<file path="config.mk">
export PLATFORM = sky130hd
export DESIGN_NAME = updown_counter
export DESIGN_NICKNAME = d
export VERILOG_FILES = /design/src/rtl/updown_counter_pkg.sv /design/src/rtl/updown_counter_tc.sv /design/src/rtl/updown_counter.sv
export SDC_FILE = /design/constraint.sdc
export NUM_CORES = 1
export LEC_CHECK = 0
export CORE_MARGIN = 2
export CORE_UTILIZATION = 27
export CTS_BUF_LIST = sky130_fd_sc_hd__clkbuf_8
export CTS_CLUSTER_DIAMETER = 30
export CTS_CLUSTER_SIZE = 10
export DETAILED_ROUTE_END_ITERATION = 6
export HOLD_SLACK_MARGIN = 0.1
export PLACE_DENSITY = 0.53
export SYNTH_ARGS = -nofsm -noshare
export SYNTH_HDL_FRONTEND = slang
export SYNTH_SLANG_ARGS = --single-unit
</file>
<file path="constraint.sdc">
create_clock -name CLK -period 3.1 [get_ports CLK]
set_clock_uncertainty 0.2 [all_clocks]
set_input_delay 0.62 -clock CLK [delete_from_list [all_inputs] [get_ports CLK]]
set_output_delay 0.62 -clock CLK [all_outputs]
set_load 0.02 [all_outputs]
</file>
<file path="src/rtl/updown_counter_pkg.sv">
// Shared constants and count-mode decode for updown_counter.
// Optional modulus feature in the design files: UPDOWN_COUNTER_MOD_EN.
package updown_counter_pkg;

  localparam int WIDTH_MIN = 2;
  localparam int WIDTH_MAX = 32;

  typedef enum logic [1:0] {
    HOLD = 2'd0,
    LOAD = 2'd1,
    INC  = 2'd2,
    DEC  = 2'd3
  } cnt_mode_e;

  // Load beats counting; counting needs both active-low enables asserted.
  function automatic cnt_mode_e cnt_mode(input logic load_n, input logic enb_p_n,
                                         input logic enb_t_n, input logic up_dn);
    if (!load_n)                 return LOAD;
    else if (!enb_p_n && !enb_t_n) return up_dn ? INC : DEC;
    else                         return HOLD;
  endfunction

endpackage

</file>
<file path="src/rtl/updown_counter_tc.sv">
// Terminal-count compare and active-low ripple carry/borrow for updown_counter.
module updown_counter_tc #(
  parameter int WIDTH = 4
) (
  input  logic [WIDTH-1:0] cnt,
  input  logic [WIDTH-1:0] tc_up,
  input  logic             up_dn,
  input  logic             enb_t_n,
  output logic             at_tc,
  output logic             co_n
);

  assign at_tc = (cnt == (up_dn ? tc_up : '0));
  // Only ENB_T gates the carry so a chained stage sees it before its own count edge.
  assign co_n  = ~(at_tc & ~enb_t_n);

endmodule

</file>
<file path="src/rtl/updown_counter.sv">
// Loadable up/down counter with cascadable ripple carry.
// Define UPDOWN_COUNTER_MOD_EN to add the LIMIT port and modulo-(LIMIT+1) counting.
import updown_counter_pkg::*;

module updown_counter #(
  parameter int WIDTH = 4
) (
  input  logic             CLK,
  input  logic             RESET_N,
  input  logic [WIDTH-1:0] I,
  input  logic             LOAD_N,
  input  logic             ENB_P_N,
  input  logic             ENB_T_N,
  input  logic             UP_DN,
`ifdef UPDOWN_COUNTER_MOD_EN
  input  logic [WIDTH-1:0] LIMIT,
`endif
  output logic [WIDTH-1:0] O,
  output logic             CO_N
);

  logic [WIDTH-1:0] lim;
  logic [WIDTH-1:0] cnt_nxt;
  logic             at_tc;
  cnt_mode_e        mode;

`ifdef UPDOWN_COUNTER_MOD_EN
  assign lim = LIMIT;
`else
  assign lim = '1;
`endif

  assign mode = cnt_mode(LOAD_N, ENB_P_N, ENB_T_N, UP_DN);

  // at_tc tracks UP_DN, so in INC it means O==lim and in DEC it means O==0.
  // A value above lim never matches, so it free-runs to max and wraps naturally.
  always_comb begin
    cnt_nxt = O;
    unique case (mode)
      LOAD:    cnt_nxt = I;
      INC:     cnt_nxt = at_tc ? '0  : O + 1'b1;
      DEC:     cnt_nxt = at_tc ? lim : O - 1'b1;
      default: cnt_nxt = O;
    endcase
  end

  always_ff @(posedge CLK or negedge RESET_N) begin
    if (!RESET_N) O <= '0;
    else          O <= cnt_nxt;
  end

  updown_counter_tc #(.WIDTH(WIDTH)) u_tc (
    .cnt     (O),
    .tc_up   (lim),
    .up_dn   (UP_DN),
    .enb_t_n (ENB_T_N),
    .at_tc   (at_tc),
    .co_n    (CO_N)
  );

endmodule

</file>
[Word level (Yosys, flattened, before mapping)]
Index checks and enable logic that the tools add are counted.
Storage, ports and cells
  register bits after elaboration: 4
  input port bits: 10
  output and inout bits: 5
  logic and storage cells: 21
Operators by class
  $add $sub $neg: 2
  equality and inequality tests: 4
  mux-type cells: 7
  bitwise operators: 3
  reduce and logical (&&, ||, !) cells: 4
Operator list (number)
  $mux 4: 3
  $pmux 4 s3: 1
  $add 4x1->4 const B: 1
  $eq 2x2->1 const B: 2
  $eq 4x4->1: 1
  $mux 2: 2
  $sub 4x1->4 const B: 1
  $reduce_bool 3->1: 1
  $eq 2x1->1 const B: 1
  $logic_not 1->1: 2
  $not 1->1: 2
  $and 1x1->1: 1
  $logic_and 1x1->1: 1
  $mux 1: 1

[Longest topological paths before layout]
Gate-level depths: netlist of the first run.
  depth after elaboration: 6
  depth in mapped cells: 5
  mapped depth without buffers: 5

[By module]
Synthesis of the first run repeated with hierarchy kept, for this count alone.
Unflattened totals
  cell total of the unflattened synthesis: 60
  area, all modules: 466.7 um^2
By module, submodules not included
  updown_counter: times used 1, cells an instance 45, area each 357.8 um^2, seq. area each 100.1 um^2
  updown_counter_tc: times used 1, cells an instance 15, area each 108.9 um^2, seq. area each 0.0 um^2

[Worst setup path before layout of the first run]
OpenSTA, ideal clock, no wires.
  path kind: reg-to-output
  start: register O[0]
  end: output CO_N
  arrival time: 1.098 ns
  required time: 2.280 ns
  slack: 1.182 ns
  stages on the path, launching flop included: 4
  path buffers: 0
  path through: dfrtp_1 and3_1 nand3_1 a21o_1
On the way
  longest elaborated chain between the ends: 3
RTL lines
  from (decl): line updown_counter.sv:18  | output logic [WIDTH-1:0] O,
  from (signal assigned): line updown_counter.sv:49  | else O <= cnt_nxt;
  $eq 4x4->1: line updown_counter_tc.sv:13  | assign at_tc = (cnt == (up_dn ? tc_up : '0));
  $and 1x1->1: line updown_counter_tc.sv:15  | assign co_n = ~(at_tc & ~enb_t_n);
  $not 1->1: line updown_counter_tc.sv:15
  to (decl): line updown_counter.sv:19  | output logic CO_N
No other way between the ends.

[Worst setup path in the final report of the first run]
  start: input UP_DN
  end: output CO_N
On the way
  longest elaborated chain between the ends: 4
RTL lines
  from (decl): line updown_counter.sv:14  | input logic UP_DN,
  $mux 4: line updown_counter_tc.sv:13
  $eq 4x4->1: line updown_counter_tc.sv:13
  $and 1x1->1: line updown_counter_tc.sv:15
  $not 1->1: line updown_counter_tc.sv:15
No other way between the ends.

==> metrics.md, run 1 <==
| Metric | Value |
|---|---|
| Drt first pass iters | 4 |
| Crit-path slowest cell | clkdlybuf4s50_1 |
| Worst r2r src | O[0] |
| Hold Vio Cnt, Final | 0 |
| Post-synth top area share | 0.2837 |
| First-pass GRT wire length | 1.297 mm |
| DP Worst Slack | 0.2755 ns |
| Final WS setup | 0.2704 ns |
| CP Max Fanout | 5 |
| Final WL | 760 um |
| FMAX | 353.4 MHz |
| GRT Total Usage | 0.1238 |
| TritonCTS clock tree | done |
| CTS clk-pin slew, worst paths | 0.03 ns |
| Largest net degree at the start of global routing | 11 |
| Slew headroom | 0.7518 |
| Fin crit period | 2.830 ns |
| Post-synth ARST share | 1.000 |
| Number of cell rows | 13 |
| Setup crit end kind | primary output |
| Crit path from | UP_DN |
| CTS Buffer Depth | 2 |
| Critical Path Max Stage Delay | 0.59 ns |
| Post-synth EDFFs | 0 |
| Reg2reg end | O[2] |
| Simple-Gate Fraction of Synth Area | 0.1986 |
| Min-delay worst type | input port to asynchronous set/reset pin |
| Synth cell count leaders | 4 x dfrtp_1, 4 x inv_1, 4 x nor2_1 |
| Syn Inst Count | 41 |
| Total CTS buffers | 3 |
| Ratio of cells with drive above 1 in the final layout | 0.1053 |
| Largest family of logic cells by synthesized area | compound AO/OA/AOI/OAI gates |
| Top reg by flops | O |
| Required time of the critical path | 2.28 ns |
| Die width | 40.15 um |
| Syn Area/Cell | 8.606 um2 |
| Status | finished, final reports clean |
| Largest register FFs | 4 |
| Maximum VDD drop | 0.3210 mV |
| Unique cell type count in the Yosys netlist | 23 |
| Initial DRC count | 7 |
| IO Pins | 15 |
| Worst Tran Pin Value | 0.3710 ns |
| Fin. max-slew vios | 0 |
| RSZ-0062 raised after global routing | no |
| CP most frequent cell | clkdlybuf4s50_1 |
| Final Cycle Share | 0.9128 |
| Register area share after synthesis | 0.2837 |
| Ant diodes | 0 |
| DR WL/cell | 10.56 um |
| Final setup TNS | 0 ns |
| Leading area contributor after synthesis | dfrtp_1 |
| Top cells by area, synth | dfrtp_1 28%, ha_1 7.1%, mux2i_1 5.7% |
| Worst-Skew Late Latency | 0.21 ns |
| Worst Path Arrival | 2.01 ns |
| Synth Register Bits | 4 |
| Die area | 0.001612 mm2 |
| Initial antenna violation count | 0 |
| WS Path Type | input port to primary output |
| # Post-CTS Setup Buffers | 0 |
| IO Port Bufs | 14 |
| Nets | 71 |
| Worst path cell trace | clkdlybuf4s50_1, nor2_1, nand2_1, a21o_1, clkdlybuf4s50_1 |
| Hold buffer count at cts | 0 |
| Root Driver | clkbuf_8 |
| Largest regs | O (4) |
| Final setup violation count | 0 |
| Synth Area in Compound Gates | 0.2411 |
| Pwr dens | 506.6 mW/mm2 |
| Final GP Congestion | 0.6466 |
| Remaining DRCs | 0 |
| Antenna Violating Nets Remaining | 0 |
| Reg2Reg Depth | 4 |
| Vias | 332 |
| Synthesized Nets | 53 |
| Mux cell area share after synthesis | 0.05674 |
| DR vias/cell | 4.611 |
| HPWL after detailed placement | 607.2 um |
| TritonCTS sink count | 4 |
| Post-synthesis xor/xnor area fraction | 0.07447 |
| Core box area | 0.001252 mm2 |
| P_leak | 0.2246 nW |
| Critical path startpoint category | input port |
| Chip height | 40.15 um |
| Vias in the first global route | 328 |
| PostCTS Resize Cnt | 0 |
| Synth Cell Area | 352.8 um2 |
| Fillers | 125 |
| Area growth syn-to-layout | 53.55% |
| Initial Utilization | 0.2817 |
| H-tree level count | 1 |
| R2R Setup Slk | 1.48 ns |
| Synth Area in Adders | 0.07092 |
| Top_reg_cell synth | dfrtp_1 |
| Max-cap viol count | 0 |
| Global route overflow | 0 |
| YS warnings | 0 |
[power by group]
group	leakage (nW)	switching (W)	internal, W
clock	0.0216	0.0000232	0.0000824
sequential	0.0464	0.0000177	0.0000605
combinational	0.157	0.0000413	0.0000494
total	0.225	0.0000822	0.000192
[worst max-delay path, delay by kind of cell]
family          cells  cell delay, ns
buf+inv             2            1.15
simple gates        2            0.14
compound gates      1            0.10
[layout by cell type, fill, tap and decap left out, types with 2 or more instances in the layout]
cell / netlist / final
a21oi_1: 3 / 3
clkbuf_8: 0 / 3
clkdlybuf4s50_1: 0 / 14
dfrtp_1: 4 / 4
ha_1: 2 / 2
inv_1: 4 / 4
mux2i_1: 2 / 2
nand2_1: 3 / 3
nor2_1: 4 / 4
nor3_1: 2 / 2
or3_1: 2 / 2
xnor2_1: 2 / 2
[cell families after synthesis]
family | after synthesis
xor gates and xnor gates | 3
adders and majority gates | 2
muxes | 2
AOI/OAI and AO/OA | 11
buffers and inverters | 5
DFF | 4
and+or+nand+nor | 14
[stage by stage]
step	total power (W)	hold WS [ns]	instance area, um2	std cells	utilization
after floorplan	0.0001303	0.1244	352.8	41	-
after global placement	0.0001720	0.5147	500.5	69	0.3996
after detailed placement	0.0001698	0.5110	500.5	69	0.3996
after CTS	0.0002795	0.4064	541.8	72	0.4326
after global routing	0.0002907	0.4223	541.8	72	0.4326
final	0.0002745	0.4066	541.8	72	0.4326
[layout make-up]
cell class,count,area [um2],area share
clock buffer,3,41.29,0.07621
multi-input combinational,32,226.5,0.4180
tap,15,18.77,0.03464
inverter,4,15.01,0.02771
sequential,4,100.1,0.1848
timing repair buffer,14,140.1,0.2587
[routing by layer]
metal,vias up,global-route usage,share of wire
met4,0,0.07759,0
met2,7,0.1855,0.43
li1,183,-,-
met1,142,0.1655,0.52
met3,0,0.01667,0.042
met5,-,0,0
[how the worst max path moves through the flow]
stage          endpoint  slack, ns  cells past startpoint
6_report           CO_N       0.27                      5
2_1_floorplan      CO_N       1.18                      3
3_5_place_dp       CO_N       0.28                      5
5_1_grt            CO_N       0.22                      5
4_1_cts            CO_N       0.27                      5
3_3_place_gp       CO_N       0.28                      5
Power figures use the tool's default switching activity.
==> run 2, diff against run 1 <==
--- a/config.mk
+++ b/config.mk
@@ -5,12 +5,12 @@
 export SDC_FILE = /design/constraint.sdc
 export NUM_CORES = 1
 export LEC_CHECK = 0
-export CORE_MARGIN = 2
 export CORE_UTILIZATION = 27
 export CTS_BUF_LIST = sky130_fd_sc_hd__clkbuf_8
 export CTS_CLUSTER_DIAMETER = 30
 export CTS_CLUSTER_SIZE = 10
 export DETAILED_ROUTE_END_ITERATION = 6
+export GPL_TIMING_DRIVEN = 0
 export HOLD_SLACK_MARGIN = 0.1
 export PLACE_DENSITY = 0.53
 export SYNTH_ARGS = -nofsm -noshare
==> run 2 against run 1 <==
  * Hold slack lost 0.00059 ns
  * Sequential share of layout area is the same
  * Clock power barely moved
  * Critical endpoint unchanged
  * Largest cell class unchanged
  * Critical path type unchanged
==> metrics.md, run 2 (synthesis gave the netlist of run 1 again) <==
| Metric | Value |
|---|---|
| RSZ-0062 raised after global routing | no (unchanged) |
| Root Driver | clkbuf_8 (unchanged) |
| Final GP Congestion | 0.8574 (was 0.6466) |
| Chip height | 38.15 um (was 40.15 um) |
| # Post-CTS Setup Buffers | 0 (unchanged) |
| Worst Path Arrival | 2.03 ns (was 2.01 ns) |
| DR vias/cell | 4.873 (was 4.611) |
| Largest register FFs | 4 (unchanged) |
| Remaining DRCs | 0 (unchanged) |
| Final Cycle Share | 0.9203 (was 0.9128) |
| Fin crit period | 2.853 ns (was 2.830 ns) |
| Largest regs | O (4) (unchanged) |
| Core box area | 0.001156 mm2 (was 0.001252 mm2) |
| Min-delay worst type | input port to asynchronous set/reset pin (unchanged) |
| IO Port Bufs | 13 (was 14) |
| Ant diodes | 0 (unchanged) |
| Final WL | 870 um (was 760 um) |
| PostCTS Resize Cnt | 0 (unchanged) |
| CTS Buffer Depth | 2 (unchanged) |
| Max-cap viol count | 0 (unchanged) |
| H-tree level count | 1 (unchanged) |
| Worst-Skew Late Latency | 0.22 ns (was 0.21 ns) |
| Die width | 38.15 um (was 40.15 um) |
| Initial Utilization | 0.3052 (was 0.2817) |
| Largest net degree at the start of global routing | 11 (unchanged) |
| P_leak | 0.2268 nW (was 0.2246 nW) |
| Pwr dens | 515.3 mW/mm2 (was 506.6 mW/mm2) |
| Fillers | 110 (was 125) |
| WS Path Type | input port to primary output (unchanged) |
| CP most frequent cell | clkdlybuf4s50_1 (unchanged) |
| Top reg by flops | O (unchanged) |
| Most frequent cells in the layout | 13 x clkdlybuf4s50_1, 4 x dfrtp_1, 4 x inv_1, 4 x nor2_1 (was 14 x clkdlybuf4s50_1, 4 x dfrtp_1, 4 x inv_1, 4 x nor2_1) |
| Antenna Violating Nets Remaining | 0 (unchanged) |
| Total CTS buffers | 3 (unchanged) |
| Required time of the critical path | 2.28 ns (about the same) |
| Final setup TNS | 0 ns (unchanged) |
| Hold Vio Cnt, Final | 0 (unchanged) |
| Global route overflow | 0 (unchanged) |
| Vias in the first global route | 321 (was 328) |
| Critical path startpoint category | input port (unchanged) |
| Most common library cell in the layout ignoring fill and taps | clkdlybuf4s50_1 (unchanged) |
| IO Pins | 15 (unchanged) |
| Worst Tran Pin Value | 0.3807 ns (was 0.3710 ns) |
| Status | finished, final reports clean (unchanged) |
| Number of cell rows | 12 (was 13) |
| Hold buffer count at cts | 0 (unchanged) |
| Fin. max-slew vios | 0 (unchanged) |
| Nets | 71 (unchanged) |
| Critical Path Max Stage Delay | 0.60 ns (was 0.59 ns) |
| DR WL/cell | 12.25 um (was 10.56 um) |
| TritonCTS sink count | 4 (unchanged) |
| FMAX | 350.5 MHz (was 353.4 MHz) |
| Die area | 0.001455 mm2 (was 0.001612 mm2) |
| CTS clk-pin slew, worst paths | 0.03 ns (about the same) |
| First-pass GRT wire length | 1.442 mm (was 1.297 mm) |
| Initial antenna violation count | 0 (unchanged) |
| Area growth syn-to-layout | 53.55% (unchanged) |
| Setup crit end kind | primary output (unchanged) |
| Drt first pass iters | 4 (unchanged) |
| Ratio of cells with drive above 1 in the final layout | 0.1228 (was 0.1053) |
| Overall Power | 0.0002792 W (was 0.0002745 W) |
| Slew headroom | 0.7453 (was 0.7518) |
| GRT Total Usage | 0.1502 (was 0.1238) |
| Maximum VDD drop | 0.2911 mV (was 0.3210 mV) |
| Vias | 346 (was 332) |
| Final setup violation count | 0 (unchanged) |
| CP Max Fanout | 5 (unchanged) |
| Worst path cell trace | clkdlybuf4s50_1, nor2_1, nand2_1, a21o_1, clkdlybuf4s50_1 (unchanged) |
| Crit-path slowest cell | clkdlybuf4s50_1 (unchanged) |
| Initial DRC count | 8 (was 7) |
| TritonCTS clock tree | done (unchanged) |
| HPWL after detailed placement | 640.9 um (was 607.2 um) |
-- run 2: worst max-delay path: cells and delay by family --
family	cells	cell delay [ns]
AND/OR/NAND/NOR	2	0.14
AO/OA/AOI/OAI	1	0.11
buffers and inverters	2	1.16
-- run 2: through the flow --
stage / hold slack (ns) / instances / area [um2] / setup WS, ns / util
3_5_place_dp: 0.4760 / 68 / 500.5 / 0.2524 / 0.4329
6_report: 0.4060 / 71 / 541.8 / 0.2471 / 0.4686
2_1_floorplan: 0.1244 / 41 / 352.8 / 1.182 / -
4_1_cts: 0.4046 / 71 / 541.8 / 0.2512 / 0.4686
3_3_place_gp: 0.4663 / 68 / 500.5 / 0.2608 / 0.4329
5_1_grt: 0.4163 / 71 / 541.8 / 0.1790 / 0.4686
-- run 2: area by class of cell --
type                            count  area, um2  share of cell area
Multi-Input combinational cell     32      226.5              0.4180
Inverter                            4      15.01             0.02771
Tap cell                           14      17.52             0.03233
Sequential cell                     4      100.1              0.1848
Timing Repair Buffer               13      130.1              0.2402
Buffer                              1      11.26             0.02079
Clock buffer                        3      41.29             0.07621
-- run 2: per-layer routing --
| layer | GRT usage | part of all wire |
|---|---|---|
| met1 | 0.1756 | 0.46 |
| met2 | 0.2500 | 0.49 |
| met3 | 0.01744 | 0.053 |
| met4 | 0.1071 | 0 |
| met5 | 0 | 0 |
-- run 2: final timing paths --
| kind | start | endpoint | slack [ns] | cells after the start |
|---|---|---|---|---|
| min in group CLK | LOAD_N | O[0] | 0.42 | 2 |
| worst max-delay path | UP_DN | CO_N | 0.25 | 5 |
| max in group asynchronous | RESET_N | O[1] | 2.12 | 1 |
| worst min register to register | O[2] | O[2] | 0.49 | 2 |
| worst min-delay path | RESET_N | O[2] | 0.41 | 1 |
| worst max register to register | O[0] | O[2] | 1.48 | 4 |
-- run 2: where the power goes --
part | switching (W) | internal (W) | total, W
registers | 0.0000171 | 0.0000604 | 0.0000775
logic | 0.0000427 | 0.0000498 | 0.0000926
clock network | 0.0000263 | 0.0000827 | 0.000109
